<file path="src/rtl/ring_pkg.sv">
// Shared types and constants for ring-counter consumers.
// Latency: n/a (package only).
// Backpressure: n/a.
package ring_pkg;

  localparam int RING_W_DEFAULT = 4;

  // Monitor state encoding (legacy-compatible constant style).
  typedef logic [1:0] state_t;
  localparam state_t SYNC   = 2'd0;
  localparam state_t LOCKED = 2'd1;
  localparam state_t FAULT  = 2'd2;

  // Sticky fault codes.
  localparam logic [1:0] FC_NONE   = 2'b00;
  localparam logic [1:0] FC_ONEHOT = 2'b01;
  localparam logic [1:0] FC_STEP   = 2'b10;

endpackage

</file>
<file path="src/rtl/ring_onehot_dec.sv">
// One-hot qualifier and binary index encoder for a ring vector.
// Latency: combinational (0 cycles).
// Backpressure: none; pure function of ring_in.
module ring_onehot_dec #(
  parameter int RING_W = 4
) (
  input  logic [RING_W-1:0]         ring_in,
  output logic                      onehot,
  output logic [$clog2(RING_W)-1:0] index
);

  localparam logic [RING_W-1:0] ONE = {{(RING_W-1){1'b0}}, 1'b1};

  // Exactly one bit set: nonzero and clearing the lowest set bit leaves zero.
  // The index is only meaningful when onehot is high.
  always_comb begin
    onehot = (ring_in != '0) && ((ring_in & (ring_in - ONE)) == '0);
    index  = '0;
    for (int i = 0; i < RING_W; i++) begin
      if (ring_in[i]) index = i[$clog2(RING_W)-1:0];
    end
  end

endmodule

</file>
<file path="src/rtl/ring_phase_monitor.sv">
// Locks onto a rotate-left one-hot ring and reports phase, wrap, revolutions, faults.
// Latency: 1 cycle; the sample taken at edge t shows on the outputs after edge t.
// Backpressure: none; samples every clock. RING_MON_RESYNC_EN lets FAULT re-lock.
module ring_phase_monitor
  import ring_pkg::*;
#(
  parameter int RING_W   = RING_W_DEFAULT,
  parameter int REV_W    = 8,
  parameter int LOCK_CNT = 2
) (
  input  logic                      clk,
  input  logic                      rst,
  input  logic [RING_W-1:0]         ring_in,
  input  logic                      adv,
  input  logic                      clr,
  output logic [$clog2(RING_W)-1:0] phase,
  output logic                      phase_valid,
  output logic                      wrap,
  output logic [REV_W-1:0]          rev_count,
  output logic                      locked,
  output logic                      fault,
  output logic [1:0]                fault_code
);

  localparam int         PH_W   = $clog2(RING_W);
  localparam logic [3:0] LOCK_N = 4'(LOCK_CNT);

  state_t            state;
  logic [RING_W-1:0] prev;
  logic              have_prev;
  logic [3:0]        streak;

  logic              onehot;
  logic [PH_W-1:0]   idx;
  logic [RING_W-1:0] expected;
  logic              step_ok;
  logic              wrap_hit;
  logic              streak_done;
  logic              tracking;

  ring_onehot_dec #(.RING_W(RING_W)) u_dec (
    .ring_in (ring_in),
    .onehot  (onehot),
    .index   (idx)
  );

  // Next legal sample: rotated previous sample when advancing, unchanged when holding.
  assign expected    = adv ? {prev[RING_W-2:0], prev[RING_W-1]} : prev;
  assign step_ok     = have_prev & onehot & (ring_in == expected);
  assign wrap_hit    = step_ok & adv & prev[RING_W-1] & ring_in[0];
  assign streak_done = step_ok && ((streak + 4'd1) == LOCK_N);

`ifdef RING_MON_RESYNC_EN
  // FAULT counts correct steps just like SYNC so it can climb back to LOCKED.
  assign tracking = (state == SYNC) || (state == FAULT);
`else
  // FAULT is absorbing; only SYNC hunts for lock.
  assign tracking = (state == SYNC);
`endif

  assign locked      = (state == LOCKED);
  assign phase_valid = locked;
  assign fault       = (state == FAULT);

  // Sample history and phase index; these track the input even across clr.
  always_ff @(posedge clk or posedge rst) begin
    if (rst) begin
      prev      <= '0;
      have_prev <= 1'b0;
      phase     <= '0;
    end else begin
      prev      <= ring_in;
      have_prev <= onehot;
      if (onehot) phase <= idx;
    end
  end

  // Lock state machine with streak counter, sticky fault code and revolution count.
  always_ff @(posedge clk or posedge rst) begin
    if (rst) begin
      state      <= SYNC;
      streak     <= '0;
      fault_code <= FC_NONE;
      rev_count  <= '0;
      wrap       <= 1'b0;
    end else if (clr) begin
      state      <= SYNC;
      streak     <= '0;
      fault_code <= FC_NONE;
      rev_count  <= '0;
      wrap       <= 1'b0;
    end else begin
      wrap <= 1'b0;
      if (tracking) begin
        if (!step_ok) begin
          // Broken or restarted sequence: this sample becomes the new base.
          streak <= '0;
        end else if (streak_done) begin
          state  <= LOCKED;
          streak <= '0;
        end else begin
          streak <= streak + 4'd1;
        end
      end else if (state == LOCKED) begin
        // Not-one-hot outranks a bad step in the same sample.
        if (!onehot) begin
          state      <= FAULT;
          fault_code <= FC_ONEHOT;
        end else if (!step_ok) begin
          state      <= FAULT;
          fault_code <= FC_STEP;
        end else if (wrap_hit) begin
          wrap      <= 1'b1;
          rev_count <= rev_count + 1'b1;
        end
      end else if (state != FAULT) begin
        // Unused encoding: fall back to hunting.
        state  <= SYNC;
        streak <= '0;
      end
    end
  end

endmodule

</file>
<file path="config.mk">
export PLATFORM = sky130hd
export DESIGN_NAME = ring_phase_monitor
export DESIGN_NICKNAME = d
export VERILOG_FILES = /design/src/rtl/ring_pkg.sv /design/src/rtl/ring_onehot_dec.sv /design/src/rtl/ring_phase_monitor.sv
export SDC_FILE = /design/constraint.sdc
export NUM_CORES = 1
export LEC_CHECK = 0
export CAP_MARGIN = 40
export CORE_MARGIN = 2
export CORE_UTILIZATION = 40
export CTS_CLUSTER_DIAMETER = 200
export DETAILED_ROUTE_END_ITERATION = 10
export GPL_TIMING_DRIVEN = 0
export PLACE_DENSITY = 0.61
export SYNTH_ARGS = -nofsm -noshare
export SYNTH_HDL_FRONTEND = slang
export SYNTH_SLANG_ARGS = --single-unit
</file>
<file path="constraint.sdc">
create_clock -name clk -period 5.35 [get_ports clk]
set_input_delay 1.3375 -clock clk [delete_from_list [all_inputs] [get_ports clk]]
set_output_delay 1.3375 -clock clk [all_outputs]
set_load 0.005 [all_outputs]
</file>
After elaboration in Yosys (flattened, before gate mapping):

Index checks and enable logic that the tools add are counted.

* bits in registers: 24
* input bits: 8
* logic and storage cells: 77
* output and inout port bits: 16

* bitwise gates (word level): 6
* multiplexer cells: 34
* equality and inequality tests: 11
* reductions and logical operators: 15
* add/subtract/negate cells: 3

Operators by type and width (number)
* $mux W8: 6
* $mux W2: 14
* $mux W4: 7
* $ne A3 B3 Y1 const B: 3
* $add A8 B1 Y8 const B: 1
* $reduce_bool A2 Y1: 4
* $reduce_bool A4 Y1: 2
* $mux W1: 7
* $and A1 B1 Y1: 5
* $ne A5 B4 Y1 const B: 1
* $reduce_and A5 Y1: 1
* $add A4 B1 Y4 const B: 1
* $and A4 B4 Y4: 1
* $eq A4 B2 Y1 const B: 1
* $eq A4 B4 Y1: 1
* $logic_not A4 Y1: 1
* $ne A2 B2 Y1 const B: 2
* $reduce_and A4 Y1: 1
* $sub A4 B1 Y4 const B: 1
* $ne A3 B2 Y1 const B: 1
* $reduce_and A3 Y1: 1
* $reduce_bool A3 Y1: 1
* $eq A2 B1 Y1 const B: 1
* $eq A2 B2 Y1 const B: 1
* other kinds (3): 4

Depth between registers and ports, before layout:

Gate-level depths: netlist of run 1.

* depth in word-level cells: 15
* depth in mapped cells: 7
* gate-level depth less buffers: 6

Modules after synthesis:

Synthesis of run 1 repeated with hierarchy kept, for this count alone.

* cells, all modules: 136
* area total of the unflattened synthesis: 1347.5 um^2

Modules (own cells, without submodules)
* ring_phase_monitor: seq. area each 600.6 um^2, area each 1292.5 um^2, cells an instance 129, instances 1
* ring_onehot_dec: seq. area each 0.0 um^2, area each 55.1 um^2, cells an instance 7, instances 1

Worst setup path after synthesis of run 1:

OpenSTA, ideal clock, no wires.

* kind: input port to flip-flop
* from: input port adv
* to: register rev_count[3]
* library setup time: 125 ps
* stages: 7
* required time: 5225 ps
* arrival time: 2721 ps
* setup slack: 2504 ps
* buffers on the path: 2
* cell sequence: buf_6 > mux2i_1 > mux2i_1 > nand4_2 > buf_6 > nor3_1 > mux2_2

* word-level cells in the longest chain between the ends: 8
* elaborated cells between the ends (all ways): 9
* those cells by class: eq/ne: 1; mux: 1; bitwise: 4; reduce/logical: 3

RTL lines
* start, declared: line ring_phase_monitor.sv:14 `input logic adv,`
* $mux W4: line ring_phase_monitor.sv:48 `assign expected = adv ? {prev[RING_W-2:0], prev[RING_W-1]} : prev;`
* $eq A4 B4 Y1: line ring_phase_monitor.sv:49 `assign step_ok = have_prev & onehot & (ring_in == expected);`
* $and A1 B1 Y1: line ring_phase_monitor.sv:49
* $and A1 B1 Y1 (3 in series): line ring_phase_monitor.sv:50 `assign wrap_hit = step_ok & adv & prev[RING_W-1] & ring_in[0];`
* $reduce_bool A2 Y1 (no line)
* $reduce_and A5 Y1 (no line) (*)
* end signal, assigned: line ring_phase_monitor.sv:114 `rev_count <= rev_count + 1'b1;`
* end, declared: line ring_phase_monitor.sv:19 `output logic [REV_W-1:0] rev_count,`

Mark *: on every way between the ends. The rest lies on a longest branch, timed or not.
A chain may end at the register's enable or synchronous reset.

Worst setup path after layout of run 1:

* from: input port ring_in[1]
* to: register rev_count[7]

* word-level cells in the longest chain between the ends: 11
* elaborated cells between the ends (all ways): 15
* those cells by class: add/sub: 1; eq/ne: 1; bitwise: 6; reduce/logical: 7

RTL lines
* start, declared: line ring_phase_monitor.sv:13 `input logic [RING_W-1:0] ring_in,`
* $sub A4 B1 Y4: line ring_onehot_dec.sv:17 `onehot = (ring_in != '0) && ((ring_in & (ring_in - ONE)) == '0);`
* $and A4 B4 Y4: line ring_onehot_dec.sv:17
* $logic_not A4 Y1: line ring_onehot_dec.sv:17
* $logic_and A1 B1 Y1: line ring_onehot_dec.sv:17
* $and A1 B1 Y1 (2 in series): line ring_phase_monitor.sv:49
* $and A1 B1 Y1 (3 in series): line ring_phase_monitor.sv:50
* $reduce_bool A2 Y1 (no line)
* $reduce_and A5 Y1 (no line) (*)

Marked as above.

==> results.py, run 1 <==
metrics = {
    "setup_path": {
        "cp_max_fo": 9,
        "max_stage_delay_ps": 530,
        "cp.arrival_ps": 3440,
        "path_cells": "clkdlybuf4s50_1 > nor3_1 > nand4_1 > nor4_1 > mux2_1",
        "endpoint_kind": "flip-flop",
        "crit_family": "simple AND/OR/NAND/NOR gates",
        "crit_buf_inv": 1,
        "cp.required_ps": 5560,
        "start_kind": "input pin",
        "crit_type": "input pin to flip-flop",
        "critPathSlowestCell": "clkdlybuf4s50_1",
    },
    "finish": {
        "final_util_pct": 51.0,
        "final_common_cell": "dfrtp_1",
        "syn_to_final_growth_pct": 22.5,
        "nets": 187,
        "antennaDiodeCount": 0,
        "drive_gt1_share_pct": 12.6,
        "fill_cells": 344,
        "layout_common_cells": "dfrtp_1 (24), clkdlybuf4s50_1 (22), a21oi_1 (11)",
    },
    "grt": {
        "first_global_vias": 1098,
        "grt_usage_pct": 15.5,
        "antenna_found_initial": 0,
        "overflow": 0,
        "grt_pass1_wl_mm": 4.95,
        "grt_max_degree": 14,
    },
    "yosys": {
        "synth_area_um2": 1400,
        "synth-seq-cells": 24,
        "synth_top_area_share_pct": 42.9,
        "syn-instance-count": 148,
        "synth_cell_types": 39,
        "synthesis.nets": 159,
        "avgSynthCellArea_um2": 9.47,
        "synth-edff-count": 0,
        "yosysWarnings": 0,
        "synth.area.top_cells": "dfrtp_1 (43%), mux2_2 (4.0%), a21oi_1 (3.9%)",
        "post-synth-top-area-cell": "dfrtp_1",
        "ys.flop_type": "dfrtp_1",
        "async_reset_ff_share_pct": 100,
        "ys_seq_area_share_pct": 42.9,
    },
    "route": {
        "wl_mm": 2.96,
        "wl_per_cell_um": 13.4,
        "final_antenna_net_count": 0,
        "firstDrtPassIters": 4,
        "vias": 1180,
        "dr.first_iter.drc_count": 102,
        "vias_per_cell": 5.36,
        "drcViolationCount": 0,
    },
    "job": {
        "cap_violations": 0,
    },
    "cts": {
        "htreeDepth": 1,
        "cts_hold_buf": 0,
        "clk_pin_slew_worst_paths_ps": 120,
        "postCtsSetupBuffers": 0,
        "clk_path_buf_depth": 2,
        "clk_latency_ps": 320,
        "clkSinkCount": 24,
        "cts_resized": 0,
        "cts_tree": "yes",
        "clockRootBuffer": "clkbuf_4",
        "cts_made_buffers": 3,
    },
    "min_path": {
        "hold_class": "flip-flop to flip-flop",
    },
    "power": {
        "pwr_density_cell_nw_per_um2": 181,
        "p_leak_nw": 0.726,
        "vdd_ir_drop_max_mv": 0.0902,
    },
    "sta": {
        "max_freq_ghz": 0.309,
        "fin_crit_sh_pct": 60.4,
        "tightest_slew_ps": 619,
        "setup_violations": 0,
        "slew_violations": 0,
        "period_minus_slack_ps": 3230,
        "relSlewSlack_pct": 58.5,
        "hold_viol": 0,
        "grt_setup_unrepaired": "false",
        "final.setup.tns_ps": 0,
        "skew_ps": 4.00,
    },
    "die": {
        "rows": 21,
        "fp.dieH_um": 63.2,
        "ioPinCount": 24,
        "core_area_um2": 3360,
        "die_x_um": 63.2,
        "dieArea_um2": 3990,
        "start_util_pct": 41.7,
    },
    "placed_design": {
        "portBuffers": 22,
        "place.gp.congestion": 0.798,
        "dp_hpwl_mm": 2.25,
    },
    "run_status": {
        "status": "finished clean",
    },
}
==> final timing paths <==
path | start | to | slack (ps) | cells after the start
setup / recovery | ring_in[1] | rev_count[7] | 2120 | 5
hold / removal | fault_code[0] | fault_code[0] | 550 | 2
setup reg to reg | state[1] | rev_count[7] | 3120 | 6
hold reg to reg | fault_code[0] | fault_code[0] | 550 | 2
max in group asynchronous | rst | rev_count[4] | 3550 | 3
min in group asynchronous | rst | prev[1] | 1330 | 2
==> power by group <==
part | internal (W) | switching (W) | leakage (nW)
clock | 0.0000264 | 0.0000525 | 0.0138
sequential | 0.000186 | 0.00000355 | 0.323
combinational | 0.0000199 | 0.0000226 | 0.390
==> cells in the mapped netlist, types with 4 or more instances <==
master    instances
inv_1             6
a21oi_1          11
xor2_1            4
mux2i_1           5
mux2_2            5
nor3_1            7
o21ai_0           9
dfrtp_1          24
nand2b_1          4
nor2_1            9
nand3_1           6
nand2_1           7
nor2b_1           7
==> sequential cells by signal (all words and copies together) (netlist names) <==
register    flops
fault_code      2
have_prev       1
phase           2
prev            4
rev_count       8
state           2
streak          4
wrap            1
==> layer usage <==
metal | track usage [%] | wire length [µm] | vias to the layer above
met4 | 6.52 | 47 | 0
met2 | 26.2 | 1450 | 19
met3 | 2.14 | 76 | 5
met5 | 0 | 0 | -
li1 | - | - | 577
met1 | 20.0 | 1380 | 579
==> cell families (layout without fill, tap and decap cells) <==
kind of cell,count (synthesis),in the layout,synth area share [%]
adders and majority gates,3,3,2.68
buffers and inverters,17,43,6.43
and+or+nand+nor,60,60,24.9
AOI/OAI and AO/OA,29,29,12.2
DFF,24,24,42.9
muxes,11,11,8.39
xor gates and xnor gates,4,4,2.50
==> cell type report <==
| type | instances | area (µm²) | share of cell area (%) |
|---|---|---|---|
| inverters | 7 | 26.3 | 1.53 |
| clock buffers | 3 | 22.5 | 1.31 |
| multi-input cells | 107 | 711 | 41.4 |
| repair buffers | 23 | 235 | 13.7 |
| flip-flops and latches | 24 | 601 | 35.0 |
| well taps | 46 | 57.6 | 3.35 |
| plain buffers | 10 | 63.8 | 3.72 |
==> stage by stage <==
step	power (W)	cells	area (µm²)	hold WS, ps	setup WS (ps)
floorplan	0.000218	148	1400	532	2500
finish	0.000311	220	1720	553	2120
detailed placement	0.000236	217	1690	540	1790
CTS	0.000318	220	1720	558	2130
global route	0.000331	220	1720	584	1990
global placement	0.000234	216	1680	534	1800
==> tightest hold or removal path, cell delays in order (launching register included) <==
cell,delay (ps)
dfrtp_1,390
o21ai_0,70
a21oi_1,60
No activity file was read; power rests on OpenSTA's default activity.
==> run 2: changes to the inputs <==
==> constraint.sdc (replaced) <==
create_clock -name clk -period 3.2 [get_ports clk]
set_input_delay 0.8 -clock clk [delete_from_list [all_inputs] [get_ports clk]]
set_output_delay 0.8 -clock clk [all_outputs]
set_load 0.005 [all_outputs]
==> results of run 2 <==
Same layout as run 1 (identical final DEF). Status: finished clean.
Among the figures that moved: setup slack after placement 1790 ps -> 173 ps; setup slack after layout 2120 ps -> 505 ps; register-to-register setup slack 3120 ps -> 970 ps; total power 0.000311 W -> 0.000520 W; worst IR drop on VDD 0.0902 mV -> 0.151 mV
